[config.mk]
export PLATFORM = sky130hd
export DESIGN_NAME = dmem_arbiter
export DESIGN_NICKNAME = d
export VERILOG_FILES = /design/src/rtl/dmem_arbiter.sv
export SDC_FILE = /design/constraint.sdc
export NUM_CORES = 1
export LEC_CHECK = 0
export ABC_AREA = 1
export CORE_ASPECT_RATIO = 1.75
export CORE_UTILIZATION = 33
export CTS_CLUSTER_SIZE = 14
export DETAILED_ROUTE_END_ITERATION = 10
export GPL_TIMING_DRIVEN = 1
export PLACE_DENSITY = 0.74
export SYNTH_ARGS = -nofsm -noshare
export SYNTH_HDL_FRONTEND = slang
export SYNTH_SLANG_ARGS = --single-unit
[constraint.sdc]
create_clock -name clock -period 1.4 [get_ports clock]
set_clock_uncertainty 0.2 [all_clocks]
set_input_delay 0.14 -clock clock [delete_from_list [all_inputs] [get_ports clock]]
set_output_delay 0.14 -clock clock [all_outputs]
set_load 0.02 [all_outputs]
[src/rtl/dmem_arbiter.sv]
// Data RAM arbiter: the processor always wins the port, and a single buffered
// video read is issued in idle cycles. A bounded-wait monitor flags starvation.
module dmem_arbiter #(
    parameter int MAX_WAIT = 64,
    parameter int ADDR_W   = 12
) (
    input  logic              clock,
    input  logic              reset,
    input  logic              cpu_req,
    input  logic              cpu_wen,
    input  logic [ADDR_W-1:0] cpu_addr,
    input  logic [31:0]       cpu_wdata,
    output logic [31:0]       cpu_rdata,
    input  logic              vid_req,
    input  logic [ADDR_W-1:0] vid_addr,
    output logic              vid_ready,
    output logic              vid_rvalid,
    output logic [31:0]       vid_rdata,
    output logic              vid_starve,
    output logic [15:0]       vid_grants,
    output logic              ram_wen,
    output logic [ADDR_W-1:0] ram_addr,
    output logic [31:0]       ram_wdata,
    input  logic [31:0]       ram_rdata
);

    localparam int WCNT_W = $clog2(MAX_WAIT + 1);
    localparam logic [WCNT_W-1:0] WAIT_LIM = WCNT_W'(MAX_WAIT);

    typedef enum logic {
        IDLE    = 1'b0,
        PENDING = 1'b1
    } state_t;

    state_t              state_q, state_d;
    logic [ADDR_W-1:0]   pend_addr_q, pend_addr_d;
    logic                inflight_q, inflight_d;
    logic [WCNT_W-1:0]   wait_cnt_q, wait_cnt_d;
    logic [31:0]         vid_rdata_q, vid_rdata_d;
    logic                vid_rvalid_q, vid_rvalid_d;
    logic                vid_starve_q, vid_starve_d;
    logic [15:0]         vid_grants_q, vid_grants_d;

    logic pend;
    logic accept;
    logic issue;
    logic blocked;

    always_ff @(posedge clock) begin
        if (reset) begin
            state_q <= IDLE;
        end else begin
            state_q <= state_d;
        end
    end

    always_comb begin
        state_d = state_q;
        unique case (state_q)
            IDLE:    if (vid_req) state_d = PENDING;
            PENDING: if (!cpu_req) state_d = IDLE;
            default: state_d = IDLE;
        endcase
    end

    always_comb begin
        pend    = (state_q == PENDING);
        accept  = vid_req & ~pend;
        issue   = pend & ~cpu_req;
        blocked = pend & cpu_req;
    end

    // The CPU owns the port whenever it asks; video only fills idle cycles.
    always_comb begin
        ram_addr  = issue ? pend_addr_q : cpu_addr;
        ram_wen   = cpu_req & cpu_wen;
        ram_wdata = cpu_wdata;
        cpu_rdata = ram_rdata;
    end

    always_comb begin
        vid_ready  = ~pend;
        vid_rvalid = vid_rvalid_q;
        vid_rdata  = vid_rdata_q;
        vid_starve = vid_starve_q;
        vid_grants = vid_grants_q;
    end

    always_comb begin
        pend_addr_d  = pend_addr_q;
        wait_cnt_d   = wait_cnt_q;
        vid_rdata_d  = vid_rdata_q;
        vid_starve_d = vid_starve_q;
        vid_grants_d = vid_grants_q;
        inflight_d   = issue;
        vid_rvalid_d = inflight_q;
        if (accept) begin
            pend_addr_d = vid_addr;
            wait_cnt_d  = '0;
        end
        if (issue) begin
            vid_grants_d = vid_grants_q + 16'd1;
        end
        if (inflight_q) begin
            vid_rdata_d = ram_rdata;
        end
        if (blocked && wait_cnt_q != WAIT_LIM) begin
            wait_cnt_d = wait_cnt_q + WCNT_W'(1);
        end
        if (blocked && wait_cnt_d == WAIT_LIM) begin
            vid_starve_d = 1'b1;
        end
    end

    always_ff @(posedge clock) begin
        if (reset) begin
            pend_addr_q  <= '0;
            inflight_q   <= 1'b0;
            wait_cnt_q   <= '0;
            vid_rdata_q  <= '0;
            vid_rvalid_q <= 1'b0;
            vid_starve_q <= 1'b0;
            vid_grants_q <= '0;
        end else begin
            pend_addr_q  <= pend_addr_d;
            inflight_q   <= inflight_d;
            wait_cnt_q   <= wait_cnt_d;
            vid_rdata_q  <= vid_rdata_d;
            vid_rvalid_q <= vid_rvalid_d;
            vid_starve_q <= vid_starve_d;
            vid_grants_q <= vid_grants_d;
        end
    end

endmodule

; ---- After elaboration in Yosys (flattened, before gate mapping)
; Cells that the tools add are included.
; W data, S select, Z words.
[totals]
regBits = 71
input_bits = 93
out_inout_bits = 128
word_cells = 26
[op_classes]
n_addsub = 2
eq_ne = 2
n_mux = 6
n_bitwise = 6
n_reduce_logical = 2
[ops]
columns = cell, count
row1 = $add A16 B1 Y16 const B, 1
row2 = $mux W7, 2
row3 = $mux W12, 1
row4 = $add A7 B1 Y7 const B, 1
row5 = $eq A7 B7 Y1 const B, 1
row6 = $ne A7 B7 Y1 const B, 1
row7 = $and A1 B1 Y1, 4
row8 = $logic_and A1 B1 Y1, 2
row9 = $mux W1, 2
row10 = $not A1 Y1, 2
row11 = $pmux W1 S2, 1

; ---- Longest topological paths before layout
[depth]
depth_word = 6
ltp_mapped = 12
depth_no_buf = 12

; ---- Worst setup path after synthesis
; OpenSTA, ideal clock, no wires.
[synth_path]
path_kind = flip-flop to flip-flop
from = register vid_grants_q[0] (netlist: vid_grants[0])
to = register vid_grants_q[14] (netlist: vid_grants[14])
setup_time_ps = 113
t_arrival_ps = 1345
t_required_ps = 1087
path_slack_ps = -258
stages_incl_launch_ff = 9
n_path_buf = 0
period_less_slack_ps = 1658
cell_sequence = dfxtp_1 -> ha_1 -> nand3_1 -> nor3_2 -> nand4_1 -> nor2_1 -> nand2_1 -> nand2_1 -> nor2_1
[synth_via]
elab_chain_cells = 1
[synth_rtl]
columns = element, line_no
row1 = start: declaration, 42  ; logic [15:0] vid_grants_q, vid_grants_d;
row2 = start signal: assignment, 131  ; vid_grants_q <= vid_grants_d;
row3 = $add A16 B1 Y16, 102  ; vid_grants_d = vid_grants_q + 16'd1;
; Every way passes these cells.
; A chain may end at the register's enable or synchronous reset.

; ---- Worst setup path after layout
[layout_path]
from = register wait_cnt_q[2]
to = register vid_starve_q (netlist: vid_starve)
[layout_via]
elab_chain_cells = 5
elab_cells_between_ends = 7
cone_classes = add/sub (1) / eq/ne (2) / mux (2) / reduce/logical (2)
[layout_rtl]
columns = element, line_no
row1 = start: declaration, 38  ; logic [WCNT_W-1:0] wait_cnt_q, wait_cnt_d;
row2 = start signal: assignment, 127  ; wait_cnt_q <= wait_cnt_d;
row3 = "parallel branches: the longest is 2 deep, another holds $add A7 B1 Y7", n/a
row4 = $mux W7 (*), 107  ; if (blocked && wait_cnt_q != WAIT_LIM) begin
row5 = $eq A7 B7 Y1 (*), 110  ; if (blocked && wait_cnt_d == WAIT_LIM) begin
row6 = $logic_and A1 B1 Y1 (*), 110
row7 = end signal: assignment, 130  ; vid_starve_q <= vid_starve_d;
row8 = end: declaration, 41  ; logic vid_starve_q, vid_starve_d;
; Mark *: on every way between the ends.

==> key figures <==
Setup path
  – CP required: 1480 ps
  – CP bufs+invs: 0
  – Critical Path End Type: flip-flop
  – R2r setup slk: -310 ps
  – Slowest cell delay on critical path: 400 ps
  – R2R Path End: vid_starve
  – Reg2reg start: wait_cnt_q[2]
  – CP cell instances: nor2_1, nand3_4, nand2_8, nand2_2, nand2_2, nand2_1, nor2_1, nand3_1, nand2_1
  – Worst path slowest cell: dfxtp_2
  – R2R depth: 9
  – Setup crit start kind: flip-flop
  – Critical path type: flip-flop to flip-flop
  – Worst Path Max Fanout: 6
  – Critical Path AT: 1790 ps
  – CP delay by family, top: simple AND/OR/NAND/NOR gates

Finish
  – Final Util: 57.5%
  – Final net count: 722
  – Most common cell after layout, fill and taps aside: nor2_1
  – Synth-to-Final Area Change: 69.3%
  – Most frequent cells in the layout: nor2_1, dlygate4sd2_1, nand2_1
  – Layout cells sized above 1: 29.8%
  – Antenna cells: 0

Synthesis
  – Synth Instances: 480
  – Syn nets: 576
  – Synth area leaders: dfxtp_1, buf_4, nor2_1
  – Post-synth EDFFs: 0
  – Primary FF master, synth: dfxtp_1
  – Yosys reg bits: 71
  – Synth top area share: 40.9%
  – Syn. warnings: 0
  – Seq/Total Area, Yosys: 40.9%
  – Async S/R FF share, synth: 0%
  – Synth Cell Area: 3480 µm²
  – Number of distinct library cells after synthesis: 28
  – Synth area leader: dfxtp_1
  – Synth Area per Inst: 7.24 µm²

Pwr
  – PD cells: 965 nW/µm²
  – Worst VDD drop: 0.000715 V
  – Leakage power: 2.74 nW

STA
  – Pins Over Slew Limit: 0
  – RSZ-0062 raised after global routing: yes
  – Least-Margin Pin Slew: 313 ps
  – Fmax: 0.585 GHz
  – Final setup fails: 32
  – Endpoints failing hold: 0
  – Rel. slew slack: 79.1%
  – WHS: 80.0 ps
  – Final period util: 122%
  – Setup TNS: -5370 ps
  – Fin worst setup slack: -308 ps
  – Tmin final: 1710 ps

Drt
  – Avg Vias per Cell: 4.79
  – Antenna-violating nets left: 0
  – Drt initial violations: 130
  – DR pass1 iterations: 4
  – Routed len/inst: 14.9 µm
  – DRT Wirelength: 11,300 µm
  – Vias: 3,631
  – DRC Markers: 0

Hold path
  – Hold WC Path Type: primary input to primary output
  – Worst hold path depth: 0
  – Hold_sp: cpu_wdata[16]
  – Worst Hold End: ram_wdata[16]

Placement
  – Pre-CTS setup slack: -751 ps
  – Dpl hpwl: 7560 µm
  – IO buf count: 156
  – GP Congestion: 0.817

GRT
  – Overflow after GRT: 0
  – First-pass GRT wire length: 16,700 µm
  – GRT Total Usage: 19.9%
  – Largest net degree at the start of global routing: 33
  – Initial antenna violation count: 0
  – Via count of the first global-routing pass: 3,594

Clock tree
  – Bufs on Longest Clock Path: 2
  – Skew-Pair Late Insertion Delay: 330 ps
  – Worst-path clk slew: 60 ps
  – Hold-fix buffers, CTS: 0
  – Clock sink count: 71
  – CTS Buf Count: 9
  – Clock root cell: clkbuf_16
  – H-tree Lvls: 3
  – CTS tree: done

Die
  – Row count: 49
  – Initial Util: 34.0%
  – IO Pins: 221
  – Die W: 79.6 µm
  – Total core area: 10,200 µm²
  – Die area: 11,000 µm²
  – Chip Height: 138 µm

Flow run
  – Max-capacitance violation count: 0

Run status
  – Run status: complete, but fails checks
  – Failing checks: setup timing
-- where the power goes --
part / internal, mW / leakage, nW / switching, mW
logic: 0.475 / 1.99 / 0.483
clock network: 1.71 / 0.167 / 0.871
registers: 2.09 / 0.585 / 0.0478
total: 4.28 / 2.74 / 1.40
-- synthesized netlist by cell type (all sizes together), types with 2 or more instances --
master	instances
buf	67
o21ai	50
dfxtp	71
nand3	20
xor2	5
ha	3
clkbuf	16
nor3	2
a21oi	15
nand2	78
inv	28
nor2	116
o21a	2
nand4	3
-- layout make-up --
class | instances | area (µm²)
Timing Repair Buffer | 217 | 2060
Clock buffer | 11 | 264
Tap cell | 127 | 159
Inverter | 28 | 118
Multi-Input combinational cell | 299 | 1760
Fill cell | 880 | 4350
Sequential cell | 71 | 1450
Clock inverter | 5 | 77.6
-- state kept, by name, summed over array words and instances, names as in the netlist --
signal       cells
vid_grants      16
vid_rvalid       1
inflight_q       1
vid_starve       1
pend_addr_q     12
wait_cnt_q       7
vid_rdata       32
pend             1
-- per-stage QoR --
step | area, µm² | instances | power, mW
3_3_place_gp | 5120 | 732 | 3.07
6_report | 5890 | 758 | 5.68
5_1_grt | 5890 | 758 | 5.88
2_1_floorplan | 3520 | 480 | 2.73
4_1_cts | 5630 | 755 | 5.66
3_5_place_dp | 5120 | 732 | 3.08
-- kinds of logic (layout without fill, tap and decap cells) --
family | after synthesis | count (layout) | share of synthesized area [%]
compound gates | 68 | 68 | 10.4
xor+xnor | 6 | 6 | 1.51
fa+ha+maj | 3 | 3 | 1.08
buf+inv | 111 | 261 | 19.1
flops | 71 | 71 | 40.9
simple gates | 221 | 222 | 27.0
-- metal layers --
metal	global-route usage [%]	vias to the layer above	share of wire, %
met4	13.0	0	5.2
met1	18.0	1682	33
met2	38.9	141	57
met5	0	-	0
li1	-	1739	-
met3	3.77	69	5.2
-- timing repair --
action / 4_1_cts / 5_1_grt
resized for setup: 227 / 68
setup endpoints to repair: 130 / 54
pin swaps: 14 / 27
setup buffers: 7 / 6
cloned: 1 / 0
endpoints found under the hold margin: 0 / 0
-- worst max path at each step --
stage	startpoint	endpoint	slack, ps	depth (start not counted)
after global routing	wait_cnt_q[2]	vid_starve	-370	9
final	wait_cnt_q[2]	vid_starve	-310	9
after detailed placement	cpu_req	ram_addr[8]	-750	6
after global placement	cpu_req	ram_addr[4]	-690	6
after CTS	pend	vid_grants[6]	-230	8
after floorplan	vid_grants[0]	vid_grants[14]	-70	8
(Power assumes the default switching activity.)
